## src/rtl/cam_pkg.sv

```systemverilog
// Camera-domain types and frame geometry shared by the byte assembler and the rotation stage.
package cam_pkg;

  typedef enum logic [1:0] {
    SYNC   = 2'd0,
    ACTIVE = 2'd1,
    BLANK  = 2'd2
  } cam_state_t;

  typedef logic [15:0] rgb565_t;

  localparam int CAM_H_ACTIVE = 320;
  localparam int CAM_V_ACTIVE = 240;

endpackage

```

## src/rtl/camera_pixel_assembler.sv

```systemverilog
// Packs the camera's vsync/href byte stream into RGB565 pixels and checks each frame's geometry.
module camera_pixel_assembler
  import cam_pkg::*;
#(
  parameter int H_ACTIVE = CAM_H_ACTIVE,
  parameter int V_ACTIVE = CAM_V_ACTIVE,
  parameter int CNT_W    = 9
) (
  input  logic             cam_clk_in,
  input  logic             rst_n_in,
  input  logic             vsync_in,
  input  logic             href_in,
  input  logic [7:0]       pixel_data_in,
  output logic             valid_pixel_out,
  output logic [15:0]      pixel_out,
  output logic             frame_done_out,
  output logic             frame_error_out,
  output logic [CNT_W-1:0] line_count_out
);

  localparam logic [CNT_W-1:0] H_TGT   = CNT_W'(H_ACTIVE);
  localparam logic [CNT_W-1:0] V_TGT   = CNT_W'(V_ACTIVE);
  localparam logic [CNT_W-1:0] CNT_MAX = '1;

  function automatic logic [CNT_W-1:0] sat_inc(input logic [CNT_W-1:0] v);
    return (v == CNT_MAX) ? v : v + 1'b1;
  endfunction

  logic             vsync_p0, href_p0;
  logic             vsync_p1, href_p1;
  logic [7:0]       data_p0;
  logic [7:0]       hi_byte_p1;
  rgb565_t          pixel_p2;

  cam_state_t       state;
  logic             phase;
  logic             err;
  logic [CNT_W-1:0] pix_cnt;
  logic [CNT_W-1:0] line_cnt;

  logic             vs_rise, vs_fall, hr_fall;
  logic             trunc, line_end, in_active;
  logic             take_hi, take_lo;
  logic             line_bad, line_sat;
  logic [CNT_W-1:0] line_nxt;
  logic             err_nxt;

  // Stage p0/p1: input registers and their one-cycle history for edge detection
  always_ff @(posedge cam_clk_in or negedge rst_n_in) begin
    if (!rst_n_in) begin
      vsync_p0 <= 1'b0;
      href_p0  <= 1'b0;
      vsync_p1 <= 1'b0;
      href_p1  <= 1'b0;
    end else begin
      vsync_p0 <= vsync_in;
      href_p0  <= href_in;
      vsync_p1 <= vsync_p0;
      href_p1  <= href_p0;
    end
  end

  always_ff @(posedge cam_clk_in) begin
    data_p0 <= pixel_data_in;
  end

  always_comb begin
    vs_rise   = vsync_p0 & ~vsync_p1;
    vs_fall   = ~vsync_p0 & vsync_p1;
    hr_fall   = ~href_p0 & href_p1;
    in_active = (state == ACTIVE);
    // A vsync rise during href closes the line early; the byte in that cycle is dropped
    trunc     = vs_rise & href_p0;
    line_end  = hr_fall | trunc;
    take_hi   = in_active & ~vs_rise & href_p0 & ~phase;
    take_lo   = in_active & ~vs_rise & href_p0 & phase;
    line_bad  = (pix_cnt != H_TGT) | phase;
    line_sat  = line_end & (line_cnt == CNT_MAX);
    line_nxt  = line_end ? sat_inc(line_cnt) : line_cnt;
    err_nxt   = err | (line_end & line_bad) | line_sat | trunc;
  end

  always_ff @(posedge cam_clk_in) begin
    if (take_hi) begin
      hi_byte_p1 <= data_p0;
    end
  end

  // Stage p2: capture FSM with registered pixel, strobe and frame status outputs
  always_ff @(posedge cam_clk_in or negedge rst_n_in) begin
    if (!rst_n_in) begin
      state           <= SYNC;
      phase           <= 1'b0;
      err             <= 1'b0;
      pix_cnt         <= '0;
      line_cnt        <= '0;
      pixel_p2        <= '0;
      valid_pixel_out <= 1'b0;
      frame_done_out  <= 1'b0;
      frame_error_out <= 1'b0;
    end else begin
      valid_pixel_out <= 1'b0;
      frame_done_out  <= 1'b0;
      frame_error_out <= 1'b0;
      case (state)
        SYNC, BLANK: begin
          if (vs_fall) begin
            state    <= ACTIVE;
            phase    <= 1'b0;
            err      <= 1'b0;
            pix_cnt  <= '0;
            line_cnt <= '0;
          end
        end
        ACTIVE: begin
          if (vs_rise) begin
            frame_done_out  <= 1'b1;
            frame_error_out <= err_nxt | (line_nxt != V_TGT);
            err             <= err_nxt;
            line_cnt        <= line_nxt;
            pix_cnt         <= '0;
            phase           <= 1'b0;
            state           <= BLANK;
          end else if (line_end) begin
            err      <= err_nxt;
            line_cnt <= line_nxt;
            pix_cnt  <= '0;
            phase    <= 1'b0;
          end else if (take_lo) begin
            pixel_p2        <= {hi_byte_p1, data_p0};
            valid_pixel_out <= 1'b1;
            pix_cnt         <= sat_inc(pix_cnt);
            phase           <= 1'b0;
            if (pix_cnt == CNT_MAX) begin
              err <= 1'b1;
            end
          end else if (take_hi) begin
            phase <= 1'b1;
          end
        end
        default: begin
          state <= SYNC;
        end
      endcase
    end
  end

  assign pixel_out      = pixel_p2;
  assign line_count_out = line_cnt;

endmodule

```

## config.mk

```make
export PLATFORM = sky130hd
export DESIGN_NAME = camera_pixel_assembler
export DESIGN_NICKNAME = d
export VERILOG_FILES = /design/src/rtl/cam_pkg.sv /design/src/rtl/camera_pixel_assembler.sv
export SDC_FILE = /design/constraint.sdc
export NUM_CORES = 1
export LEC_CHECK = 0
export CAP_MARGIN = 25
export CORE_ASPECT_RATIO = 1.25
export CORE_MARGIN = 8
export CORE_UTILIZATION = 57
export DETAILED_ROUTE_END_ITERATION = 8
export PLACE_DENSITY = 0.93
export SYNTH_ARGS = -nofsm -noshare
export SYNTH_HDL_FRONTEND = slang
export SYNTH_SLANG_ARGS = --single-unit
```

## constraint.sdc

```tcl
create_clock -name cam_clk_in -period 5.9 [get_ports cam_clk_in]
set_input_delay 1.18 -clock cam_clk_in [delete_from_list [all_inputs] [get_ports cam_clk_in]]
set_output_delay 1.18 -clock cam_clk_in [all_outputs]
set_load 0.03 [all_outputs]
```

==> After elaboration in Yosys (flattened, before gate mapping) <==
Index checks and enable logic that the tools add are counted.
Widths: inputs -> output; s select.
{ "totals": {"regBits": 61, "in_bits": 12, "output_inout_bits": 28, "word_cells": 94} }
{ "op_classes": {"n_addsub": 2, "eq_ne": 13, "mux": 33, "bitwise": 22, "n_reduce_logical": 9} }
{ "op_table": {"columns": ["operator", "n"], "rows": [
  ["$mux 9", 9],
  ["$pmux 9 s2", 2],
  ["$add 9x1->9 const B", 2],
  ["$eq 9x9->1 const B", 2],
  ["$mux 1", 17],
  ["$reduce_and 4->1", 3],
  ["$and 1x1->1", 10],
  ["$ne 9x8->1 const B", 1],
  ["$ne 9x9->1 const B", 1],
  ["$ne 4x3->1 const B", 2],
  ["$not 1->1", 6],
  ["$or 1x1->1", 6],
  ["$reduce_and 3->1", 2],
  ["$ne 5x3->1 const B", 1],
  ["$mux 2", 2],
  ["$ne 2x2->1 const B", 2],
  ["$ne 4x4->1 const B", 1],
  ["$pmux 1 s2", 2],
  ["$pmux 2 s2", 1],
  ["$ne 3x3->1 const B", 1],
  ["$eq 2x1->1 const B", 1],
  ["$eq 2x2->1 const B", 1],
  ["$logic_not 2->1", 1],
  ["$reduce_and 2->1", 1],
  ["2 further kinds", 2]
]} }

==> Logic depth before layout (Yosys ltp) <==
{ "depth": {"word_depth": 11, "depth_mapped": 8, "depth_no_buf": 8} }

==> Least setup slack after synthesis <==
OpenSTA, ideal clock, no wires.
{ "synth_path": {"kind": "flip-flop to flip-flop", "startpoint": "register line_cnt[0], in the netlist line_count_out[0]", "endpoint": "register frame_error_out", "setup_time_ps": 124, "t_arrival_ps": 1858, "required_time_ps": 5776, "path_slack_ps": 3918, "stages_incl_launch_ff": 7, "n_path_buf": 0, "period_less_slack_ps": 1982, "cell_sequence": "dfrtp_1 > ha_1 > nand2_1 > a211oi_1 > xnor2_1 > nand4_1 > o31a_1"} }
{ "synth_between": {"elab_chain_cells": 7} }
{ "synth_rtl": {"columns": ["item", "line_no", "text"], "rows": [
  ["start, declared", "camera_pixel_assembler.sv:39", "logic [CNT_W-1:0] line_cnt;"],
  ["start signal, assigned", "camera_pixel_assembler.sv:120", "line_cnt <= line_nxt;"],
  ["start signal, assigned", "camera_pixel_assembler.sv:126", "line_cnt <= line_nxt;"],
  ["$add 9x1->9 / $eq 9x9->1 (equally long branches)", "camera_pixel_assembler.sv:26, camera_pixel_assembler.sv:78", null],
  ["$mux 9 / $and 1x1->1 (equally long branches)", "camera_pixel_assembler.sv:26, camera_pixel_assembler.sv:78", null],
  ["$mux 9 / $or 1x1->1 (equally long branches)", "camera_pixel_assembler.sv:79, camera_pixel_assembler.sv:80", null],
  ["$ne 9x8->1 / $or 1x1->1 (equally long branches)", "camera_pixel_assembler.sv:118, camera_pixel_assembler.sv:80", null],
  ["$or 1x1->1 (*)", "camera_pixel_assembler.sv:118", "frame_error_out <= err_nxt | (line_nxt != V_TGT);"],
  ["$mux 1 (*)", "camera_pixel_assembler.sv:116", "if (vs_rise) begin"],
  ["$mux 1 (*)", "camera_pixel_assembler.sv:105", "case (state)"],
  ["end signal, assigned", "camera_pixel_assembler.sv:118", null],
  ["end, declared", "camera_pixel_assembler.sv:17", "output logic frame_error_out,"]
]} }
Every way passes the cells marked *; elsewhere a longest branch is shown, timed or not.
A chain may end at the register's enable or synchronous reset.

==> Worst setup path in the final report <==
{ "layout_path": {"startpoint": "register line_cnt[0], in the netlist line_count_out[0]", "endpoint": "output port line_count_out[0]"} }
{ "layout_rtl": {"columns": ["item", "line_no", "text"], "rows": [
  ["end, declared", "camera_pixel_assembler.sv:18", "output logic [CNT_W-1:0] line_count_out"]
]} }
No word-level cell between the ends.

==> summary.txt <==
Power
  – Power per cell area: about 430 nW/um^2
  – LEAKAGE: 1.43 nW
  – Maximum VDD drop: 0.334 mV

Global route
  – Largest net degree at the start of global routing: between 40 and 50
  – Grt ovf: 0
  – First-pass GRT wire length: roughly 10,000 um
  – Antenna violations before repair: 0
  – Met1 usage: roughly a fifth
  – Met2 Use GR: approximately 30%
  – Total track usage: 17.7%
  – Global route hottest layer: met2
  – Met3 Track Usage GR: under 10%
  – Vias in the first global route: around 2,100

Synth
  – Top cells by count, synth: nand2_1 (57), dfrtp_1 (45), o21ai_0 (14), nor2_1 (12), nand3_1 (10)
  – Synth top area share: between 40% and 50%
  – Syn Area/Cell: around 10 sq um
  – Distinct cells, synth: 55
  – Top FF cell, synth: dfrtp_1
  – Net count after synthesis: 270
  – Post-Synthesis Cells: between 200 and 300
  – Yosys reg bits: 61
  – Sequential element share of the synthesized area: between 50% and 60%
  – Cell accounting for the most synthesized area: dfrtp_1
  – Post-synth EDFFs: 8
  – Top-count cell post-synth: nand2_1
  – Ys Warns: 0
  – Async SR Flop Fraction: between 70% and 80%
  – Cell area after synthesis: ~2700 sq um
  – Largest cells by area after synthesis: dfrtp_1 (42%), edfxtp_1 (9.0%), nand2_1 (8.0%)

STA
  – Tcrit/Tclk final: 46.5%
  – Setup TNS: 0 ps
  – Final max-slew violation count: 0
  – Fmax achieved: 365 MHz
  – Hold Slack: roughly 430 ps
  – Actual slew at the worst max-slew pin: between 600 and 700 ps
  – Minimum clock period: about 2700 ps
  – Setup skew after layout: just under 10 ps
  – Final Hold Viols: 0
  – Slew margin rel.: a little over half
  – Setup violations, final: 0
  – Setup ws final: between 3000 and 4000 ps
  – RSZ-0062 raised after global routing: no

Floorplanning
  – Initial Util: 57.5%
  – Die ar.: 7120 sq um
  – Std cell rows: 28
  – Die W: 77.1 um
  – Die height: about 92 um
  – I/O pin total: 40
  – Core region area: 4620 sq um

Drt
  – Via Count: 2,190
  – Drt wl/cell: roughly 17 um
  – Starting DRT DRC Count: 183
  – DRC Markers: 0
  – Vias/cell: ~6.0
  – Total wire length: a little over 6000 um
  – Drt pass-1 iters: 5
  – Antenna Violating Nets Remaining: 0

Min path
  – Hold Crit Class: register to register
  – Hold path start: hi_byte_p1[7]
  – Hold-critical path depth: 2
  – Worst hold endpoint: pixel_out[15]

Clock tree
  – Post-CTS Resized: 0
  – CTS Root Cell: clkbuf_8
  – Setup Fix Bufs, Post-CTS: 0
  – Clk Latency, worst-skew pair: roughly 340 ps
  – CTS Buf Count: 9
  – Max Root-Sink Buffers: 2
  – Clock slew at reported path FFs: around 70 ps
  – Sink Count: 61
  – H-tree Lvls: 3
  – CTS tree: yes
  – CTS hold repair buffers: 0

Setup path
  – Reg2reg end: pixel_out[10]
  – Critical path endpoint category: primary output
  – Crit-path max FO: 10
  – Critical path launch point: line_count_out[0]
  – Buffers and inverters on the worst path: 1
  – Crit path launch type: register
  – Critical Path, Cell by Cell: clkdlybuf4s50_1
  – CP max stage cell: clkdlybuf4s50_1
  – FF-to-FF setup slack: ~3700 ps
  – Crit-path max cell delay: 730 ps
  – Crit path DAT: between 1500 and 2000 ps
  – CP top delay family: buffers and inverters
  – R2r worst-path depth: 5
  – Critical path type: register to primary output
  – Worst r2r src: state[0]
  – CP required: between 4000 and 5000 ps

Finish
  – Final Util: a little under three quarters
  – Nets: about 320
  – Layout cells sized above 1: around a tenth
  – Number of diodes: 0
  – P&R area growth vs syn: 24.3%

Placed design
  – HPWL after detailed placement: between 4000 and 5000 um
  – # port buffers: 39
  – Routability Congestion: ~0.86
  – DP Worst Slack: between 3000 and 4000 ps

Job
  – Max cap viols: 0

Status
  – Status: finished, final reports clean
## routing by layer
metal	up-vias	part of all wire, %
met5	-	0
met4	0	2.6
met3	18	7.3
met2	112	52
met1	1049	38
li1	1011	-
## cells in the final DEF, fill, tap and decap left out, types with 2 or more instances in the layout
cell             count
a211oi_1             3
a21o_1               2
a21oi_1              5
a22o_1               3
a311oi_1             2
a32o_1               2
and2_1               2
and3_1               4
clkbuf_8             9
clkdlybuf4s50_1     38
clkinv_2             2
clkinv_4             3
dfrtp_1             45
dfxtp_1              8
edfxtp_1             8
ha_1                 4
inv_1                4
nand2_1             57
nand2b_1             5
nand3_1             10
nand4_1              5
nor2_1              12
nor3_1               7
o21a_1               4
o21ai_0             14
o22a_1               2
o31ai_1              8
o41ai_1              2
or2_2                2
xnor2_1              2
## through the flow
| step | std cells | cell area, sq um | total power [mW] |
|---|---|---|---|
| floorplan | 254 | 2660 | 0.860 |
| global placement | 348 | 3090 | 1.03 |
| detailed placement | 348 | 3090 | 1.05 |
| CTS | 364 | 3290 | 1.42 |
| global route | 365 | 3310 | 1.49 |
| finish | 365 | 3310 | 1.42 |
## sequential cells by signal (all words and copies together), names as in the netlist, 2 cells and up
name	cells
line_count_out	9
pixel_out	16
pix_cnt	9
state	2
data_p0	8
hi_byte_p1	8
## cell families after synthesis
group	share of synthesized area (%)
adders and majority gates	1.88
xor gates and xnor gates	0.988
muxes	0.376
AOI/OAI and AO/OA	16.7
and+or+nand+nor	20.4
buffers and inverters	2.21
DFF	57.4
## area by class of cell
type                            instances  area, sq um
Sequential cell                        61         1530
Fill cell                             321         1320
Multi-Input combinational cell        182         1070
Timing Repair Buffer                   41          413
Clock buffer                            9          124
Clock inverter                          7         75.1
Tap cell                               60         75.1
Inverter                                5         18.8
## where the power goes
group          switching [mW]  internal [mW]  total [mW]
clock                   0.172          0.197       0.368
combinational           0.285          0.184       0.469
sequential             0.0652          0.515       0.581
## worst max-delay path by stage
| stage | endpoint | slack, ps | cells after the start |
|---|---|---|---|
| 6_report | line_count_out[0] | 3160 | 1 |
| 5_1_grt | line_count_out[4] | 3100 | 1 |
| 4_1_cts | line_count_out[3] | 3150 | 1 |
| 3_5_place_dp | line_count_out[0] | 3520 | 1 |
| 3_3_place_gp | line_count_out[2] | 3540 | 1 |
| 2_1_floorplan | frame_error_out | 3920 | 6 |
No activity file was read; power rests on OpenSTA's default activity.
